<file path="config.mk">
export PLATFORM = sky130hd
export DESIGN_NAME = branch_target_buffer_sa
export DESIGN_NICKNAME = d
export VERILOG_FILES = /design/src/rtl/branch_target_buffer_sa.sv
export SDC_FILE = /design/constraint.sdc
export NUM_CORES = 2
export LEC_CHECK = 0
export CAP_MARGIN = 20
export CELL_PAD_IN_SITES_DETAIL_PLACEMENT = 0
export CELL_PAD_IN_SITES_GLOBAL_PLACEMENT = 1
export CORE_MARGIN = 1.5
export CORE_UTILIZATION = 58
export CTS_BUF_LIST = sky130_fd_sc_hd__clkbuf_4
export DETAILED_ROUTE_END_ITERATION = 12
export DONT_BUFFER_PORTS = 1
export PLACE_DENSITY_LB_ADDON = 0.1
export SLEW_MARGIN = 20
export SYNTH_ARGS = -nofsm -noshare
export SYNTH_HDL_FRONTEND = slang
export SYNTH_SLANG_ARGS = --single-unit
</file>
<file path="constraint.sdc">
create_clock -name clk -period 7.4 [get_ports clk]
set_input_delay 1.48 -clock clk [delete_from_list [all_inputs] [get_ports clk]]
set_output_delay 1.48 -clock clk [all_outputs]
set_load 0.05 [all_outputs]
</file>
<file path="src/rtl/branch_target_buffer_sa.sv">
// Set-associative branch target buffer: registered lookup, round-robin replacement and flush.
// Optional 2-bit per-entry confidence counters when BTB_CONF_EN is defined.
module branch_target_buffer_sa #(
    parameter int unsigned XLEN = 32,
    parameter int unsigned SETS = 16,
    parameter int unsigned WAYS = 2
) (
    input  logic            clk,
    input  logic            reset,
    input  logic            lookup_valid,
    input  logic [XLEN-1:0] lookup_pc,
    output logic            resp_valid,
    output logic            resp_hit,
    output logic [XLEN-1:0] resp_target,
    output logic            resp_taken,
    input  logic            upd_valid,
    input  logic [XLEN-1:0] upd_pc,
    input  logic [XLEN-1:0] upd_target,
    input  logic            upd_taken,
    input  logic            flush
);

    localparam int unsigned IDX_W = $clog2(SETS);
    localparam int unsigned WAY_W = (WAYS > 1) ? $clog2(WAYS) : 1;
    localparam int unsigned TAG_W = XLEN - IDX_W - 2;

    logic [SETS-1:0][WAYS-1:0]            valid_q, valid_d;
    logic [SETS-1:0][WAYS-1:0][TAG_W-1:0] tag_q, tag_d;
    logic [SETS-1:0][WAYS-1:0][XLEN-1:0]  tgt_q, tgt_d;
    logic [SETS-1:0][WAY_W-1:0]           rr_q, rr_d;
`ifdef BTB_CONF_EN
    logic [SETS-1:0][WAYS-1:0][1:0]       ctr_q, ctr_d;
`endif

    logic            resp_valid_q, resp_valid_d;
    logic            resp_hit_q, resp_hit_d;
    logic [XLEN-1:0] resp_target_q, resp_target_d;
    logic            resp_taken_q, resp_taken_d;

    logic [IDX_W-1:0] lk_idx, up_idx;
    logic [TAG_W-1:0] lk_tag, up_tag;
    logic             lk_hit, up_hit, inv_found;
    logic [WAY_W-1:0] lk_way, up_way, inv_way, alloc_way;
    logic             unused_pc_lsbs;

    assign lk_idx = lookup_pc[IDX_W+1:2];
    assign lk_tag = lookup_pc[XLEN-1:IDX_W+2];
    assign up_idx = upd_pc[IDX_W+1:2];
    assign up_tag = upd_pc[XLEN-1:IDX_W+2];
    assign unused_pc_lsbs = ^{lookup_pc[1:0], upd_pc[1:0]};

    // Descending scans so the lowest matching / invalid way is the one left selected.
    always_comb begin
        lk_hit    = 1'b0;
        lk_way    = '0;
        up_hit    = 1'b0;
        up_way    = '0;
        inv_found = 1'b0;
        inv_way   = '0;
        for (int w = int'(WAYS) - 1; w >= 0; w--) begin
            if (valid_q[lk_idx][w] && (tag_q[lk_idx][w] == lk_tag)) begin
                lk_hit = 1'b1;
                lk_way = WAY_W'(w);
            end
            if (valid_q[up_idx][w] && (tag_q[up_idx][w] == up_tag)) begin
                up_hit = 1'b1;
                up_way = WAY_W'(w);
            end
            if (!valid_q[up_idx][w]) begin
                inv_found = 1'b1;
                inv_way   = WAY_W'(w);
            end
        end
    end

    always_comb begin
        resp_valid_d  = lookup_valid;
        resp_hit_d    = lookup_valid & lk_hit & ~flush;
        resp_target_d = resp_hit_d ? tgt_q[lk_idx][lk_way] : '0;
`ifdef BTB_CONF_EN
        resp_taken_d  = resp_hit_d & ctr_q[lk_idx][lk_way][1];
`else
        resp_taken_d  = resp_hit_d;
`endif
    end

    always_comb begin
        valid_d   = valid_q;
        tag_d     = tag_q;
        tgt_d     = tgt_q;
        rr_d      = rr_q;
`ifdef BTB_CONF_EN
        ctr_d     = ctr_q;
`endif
        alloc_way = inv_found ? inv_way : rr_q[up_idx];
        if (flush) begin
            valid_d = '0;
            rr_d    = '0;
        end else if (upd_valid && upd_taken) begin
            if (up_hit) begin
                tgt_d[up_idx][up_way] = upd_target;
`ifdef BTB_CONF_EN
                if (ctr_q[up_idx][up_way] != 2'd3) begin
                    ctr_d[up_idx][up_way] = ctr_q[up_idx][up_way] + 2'd1;
                end
`endif
            end else begin
                valid_d[up_idx][alloc_way] = 1'b1;
                tag_d[up_idx][alloc_way]   = up_tag;
                tgt_d[up_idx][alloc_way]   = upd_target;
`ifdef BTB_CONF_EN
                ctr_d[up_idx][alloc_way]   = 2'b10;
`endif
                // A single-way set has nothing to rotate through.
                if (!inv_found && (WAYS > 1)) begin
                    rr_d[up_idx] = rr_q[up_idx] + 1'b1;
                end
            end
`ifdef BTB_CONF_EN
        end else if (upd_valid && up_hit) begin
            if (ctr_q[up_idx][up_way] != 2'd0) begin
                ctr_d[up_idx][up_way] = ctr_q[up_idx][up_way] - 2'd1;
            end
`endif
        end
    end

    always_ff @(posedge clk) begin
        if (reset) begin
            valid_q       <= '0;
            rr_q          <= '0;
`ifdef BTB_CONF_EN
            ctr_q         <= '0;
`endif
            resp_valid_q  <= 1'b0;
            resp_hit_q    <= 1'b0;
            resp_target_q <= '0;
            resp_taken_q  <= 1'b0;
        end else begin
            valid_q       <= valid_d;
            rr_q          <= rr_d;
`ifdef BTB_CONF_EN
            ctr_q         <= ctr_d;
`endif
            resp_valid_q  <= resp_valid_d;
            resp_hit_q    <= resp_hit_d;
            resp_target_q <= resp_target_d;
            resp_taken_q  <= resp_taken_d;
        end
    end

    // Tag and target storage is qualified by valid, so it needs no reset.
    always_ff @(posedge clk) begin
        tag_q <= tag_d;
        tgt_q <= tgt_d;
    end

    assign resp_valid  = resp_valid_q;
    assign resp_hit    = resp_hit_q;
    assign resp_target = resp_target_q;
    assign resp_taken  = resp_taken_q;

endmodule

</file>
* After elaboration in Yosys (flattened, before gate mapping)
Index checks and enable logic that the tools add are counted.
** Storage, ports and cells
- Register bits after elaboration :: 1938
- Input bits :: 102
- Output and inout port bits :: 35
- Logic and storage cells :: 180
** Operators by class
- Add/sub/neg operators :: 1
- Magnitude comparators :: 8
- Equality and inequality tests :: 4
- Mux-type cells :: 47
- Bitwise gates (word level) :: 7
- Reductions and logical operators :: 14
** Operator list (count)
- 1024-bit bitwise mux :: 2
- 1024-bit two-way mux :: 1
- 832-bit bitwise mux :: 1
- 64-bit demux with 4-bit select :: 2
- 52-bit binary-select mux with 4-bit select :: 2
- 64-bit binary-select mux with 4-bit select :: 1
- 52-bit demux with 4-bit select :: 1
- 64-bit two-way mux :: 3
- 52-bit two-way mux :: 3
- 32-bit two-way mux :: 4
- 26-bit == test :: 4
- 32-bit demux with 1-bit select :: 2
- 32-bit OR :: 1
- 26-bit demux with 1-bit select :: 1
- 26-bit two-way mux :: 1
- 2-bit binary-select mux with 4-bit select :: 2
- 16-bit bitwise mux :: 1
- 1-bit two-way mux :: 13
- 4-bit by 5-bit < comparator with 1-bit output, second input constant :: 2
- 2-bit demux with 4-bit select :: 1
- 1-bit logical AND :: 8
- 1-bit by 2-bit < comparator with 1-bit output, second input constant :: 3
- 2-bit two-way mux :: 3
- 3-bit AND reduction :: 2
- other kinds (10) :: 17

* Logic depth before layout (Yosys ltp)
- Depth after elaboration :: 14
- Depth in mapped cells :: 18
- Mapped depth without buffers :: 9

* Least setup slack after synthesis
Ideal clock, no wire load.
- Kind :: input to register
- Start point :: in upd_pc[3]
- End point :: reg tgt_q[320] in the netlist's numbering (enable)
- Setup time :: 421 ps
- Data arrival time :: 5658 ps
- Data required time :: 6979 ps
- Slack :: 1321 ps
- Cell stages on the path :: 15
- Cells stage by stage :: buf_4 > buf_2 > buf_2 > mux4_2 > mux2i_1 > xor2_1 > nand3_1 > a221oi_1 > nand4_1 > buf_2 > a21boi_4 > buf_6 > buf_6 > buf_4 > nor2_1
** RTL lines
- start: declaration :: RTL line 17 : input logic [XLEN-1:0] upd_pc,
- end signal: assignment :: RTL line 155 : tgt_q <= tgt_d;
- end: declaration :: RTL line 29 : logic [SETS-1:0][WAYS-1:0][XLEN-1:0] tgt_q, tgt_d;

==> out/qor.yml <==
sta:
  hold_slack_ns: 0.180
  fmax_mhz: 185
  tns_ns: 0
  finalClockSkew_ns: 0.105
  max_slew.worst_pin.slew_ns: 1.22
  final-hold-violation-count: 0
  maxSlewHeadroom_pct: 18.7
  setup_viol: 0
  drv_slew: 0
  fin_crit_sh_pct: 73.0
  rsz0062_at_grt: "no"
  finalCriticalPeriod_ns: 5.40
die:
  die_y_um: 405
  dieArea_sq_um: 164000
  dieWidth_um: 405
  start_util_pct: 58.4
  core_area_sq_um: 161000
  io_pins: 137
  rows: 147
power:
  power_density_nw_per_um2: 220
  p_clk_share_pct: 42.2
  comb_power_share_pct: 4.8
  leakagePower_uw: 0.0314
  swShare_pct: 22.1
  ir_drop_uv: 195
  p_sw_uw: 5000
  p_int_uw: 17600
  power_frac_seq_pct: 53.0
  power_uw: 22600
placed_design:
  gp_congestion: 0.845
  dp_hpwl_mm: 146
  placed_area_sq_um: 95700
  io_buffers: 0
critical_path:
  cp-end-kind: "register"
  worstSetupPathType: "input port to register"
  r2r_slack_ns: 2.24
  r2r_end: "tgt_q[700]"
  cp_max_fo: 202
  reg2reg_from: "valid_q[30]"
  startpoint_type: "input port"
  arrival_ns: 6.36
  rr_worst_depth: 12
  critPathLaunch: "upd_pc[5]"
  critPathCapture: "tgt_q[700]"
  critPathRequiredTime_ns: 8.36
finish:
  drive_above_1_share_pct: 41.3
  seq_area_sq_um: 57400
  fin_nets: 5461
  num-fill-cells: 11600
  final_area_sq_um: 102000
  synthToLayoutAreaGrowth_pct: 8.96
  final_util_pct: 63.7
  multi_input_area_sq_um: 34000
synthesis:
  synthFlopType: "edfxtp_1"
  synth_top_cell_by_area: "edfxtp_1"
  synth_edf_count: 1856
  yosysWarnings: 0
  syn_area_per_cell_sq_um: 17.9
  synth-seq-cells: 1938
  syn_area_sq_um: 93900
  ys_types: 67
  synth_fp_nets: 5342
  syn_inst: 5240
  synth_area_leaders: "edfxtp_1, mux4_2, nor3b_2, and3_1, mux2i_1"
  synth_seq_area_share_pct: 61.1
  ys_async_sr_fraction_pct: 0
  yosysTopAreaCellShare_pct: 59.3
drt:
  vias: 53700
  via_per_inst: 6.82
  drc_errors: 0
  firstDrtPassIters: 5
  m1WireLength_mm: 100
  ant_nets: 0
  dr.max_layer_used: "met5"
  dr_wl_met3_mm: 24.8
  wl_met2_mm: 133
  drtIter0Drc: 6114
  routed_wl_mm: 272
  wire_per_inst_um: 34.5
clock_tree:
  cts_resized: 0
  cts_buffers: 536
  clk_pin_slew_ns: 0.06
  cts_tree: "built"
  clkSinkCount: 1938
  cts_root_buffer: "clkbuf_4"
  holdBufCountCts: 0
  htreeDepth: 6
  post_cts_buffers: 0
  clk_latency_ns: 1.40
  cts_buffer_depth: 4
outcome:
  status: "finished clean"
flow_run:
  maxCapViolCount: 0
global_route:
  grt_pass1_wl_mm: 387
  grt_overflow: 0
  grt_max_degree: 473
  antenna_found_initial: 7
  grt_pass1_vias: 55200
  track_usage_pct: 33.4
hold_path:
  hp-class: "input port to register"
sequential cells by signal (all words and copies together) (netlist names):
register,flops
tag_q,832
resp_target,32
valid_q,32
resp_taken,1
rr_q,16
tgt_q,1024
resp_valid,1
metrics by stage:
step / worst slack (ns) / cells
2_1_floorplan: 1.32 / 5240
6_report: 2.00 / 7873
3_5_place_dp: 1.04 / 6976
4_1_cts: 2.30 / 7858
5_1_grt: 2.10 / 7871
3_3_place_gp: 1.07 / 6973
routing by layer:
metal | up-vias | track usage (%)
li1 | 22100 | -
met1 | 28100 | 43.1
met2 | 2925 | 53.9
met3 | 589 | 7.59
met4 | 2 | 15.9
met5 | - | 0
how the worst min path moves through the flow:
stage | startpoint | endpoint | slack [ns] | cells after the start
after floorplan | valid_q[12] | valid_q[12] | 0.44 | 2
after global placement | valid_q[28] | valid_q[28] | 0.45 | 2
after detailed placement | valid_q[28] | valid_q[28] | 0.46 | 2
after CTS | upd_pc[30] | tag_q[466] | 0.05 | 0
after global routing | upd_pc[30] | tag_q[466] | 0.07 | 0
final | reset | resp_valid | 0.18 | 1
final cells by class:
class	count	area share, %
clock buffer	775	5.68
inverter	11	0.0477
timing repair buffer	161	1.72
antenna	10	0.0244
clock inverter	107	0.642
multi-input combinational	2711	33.2
sequential	1938	56.0
tap	2160	2.64
placed cells by master (no fill, tap or decap), types with 10 or more instances in the layout:
cell type / instances
a211oi_1: 11
a21oi_1: 24
a221oi_1: 11
a22oi_1: 38
a311oi_1: 16
a31oi_1: 12
a41oi_1: 10
and3_1: 420
and3_2: 13
and4_1: 96
buf_12: 36
buf_4: 120
clkbuf_4: 775
clkinv_1: 80
dfxtp_1: 82
diode_2: 10
edfxtp_1: 1856
mux2i_1: 212
mux4_2: 753
nand2_1: 126
nand2_2: 16
nand3_1: 14
nand3b_1: 34
nand4_1: 15
nor2_1: 40
nor2_4: 63
nor2b_1: 13
nor3_1: 14
nor3b_2: 512
o21ai_0: 30
o22ai_1: 10
o31ai_1: 10
xnor2_1: 66
xor2_1: 42
worst max-delay path, cell delays in order:
cell and delay [ns]:
and2_1 0.52, a22o_1 0.34, a221oi_2 0.63, a2111oi_0 0.14, buf_4 0.20, nand4_1 0.13, nor4_1 0.10, nand4_1 0.18
buf_4 0.33, a21boi_4 0.65, buf_12 0.30, and3_2 0.94
synth_stat cells, drive strengths merged (16+ instances only):
master     n
a22oi     38
a311oi    16
mux4     753
and3     433
nand3b    34
nand4     16
a21oi     25
clkbuf   319
nor3b    512
and4      99
nor2     103
edfxtp  1856
xnor2     66
xor2      42
nand2    142
mux2i    212
buf      261
o21ai     30
dfxtp     82
power groups by stage:
stage | logic [uW] | clock network [uW] | registers, uW
5_1_grt | 1120 | 10300 | 12000
3_5_place_dp | 984 | 0 | 12200
2_1_floorplan | 965 | 0 | 12200
3_3_place_gp | 980 | 0 | 12200
6_report | 1080 | 9520 | 12000
4_1_cts | 987 | 9700 | 12000
logic make-up (layout without fill, tap and decap cells):
logic type,count (synthesis),count (layout),share of synthesized area (%)
other,0,10,0
and+or+nand+nor,1420,1420,12.5
DFF,1938,1938,61.1
buffers and inverters,591,1054,3.37
AOI/OAI and AO/OA,209,209,1.62
muxes,974,974,20.4
xor gates and xnor gates,108,108,1.01
Power figures use the tool's default switching activity.
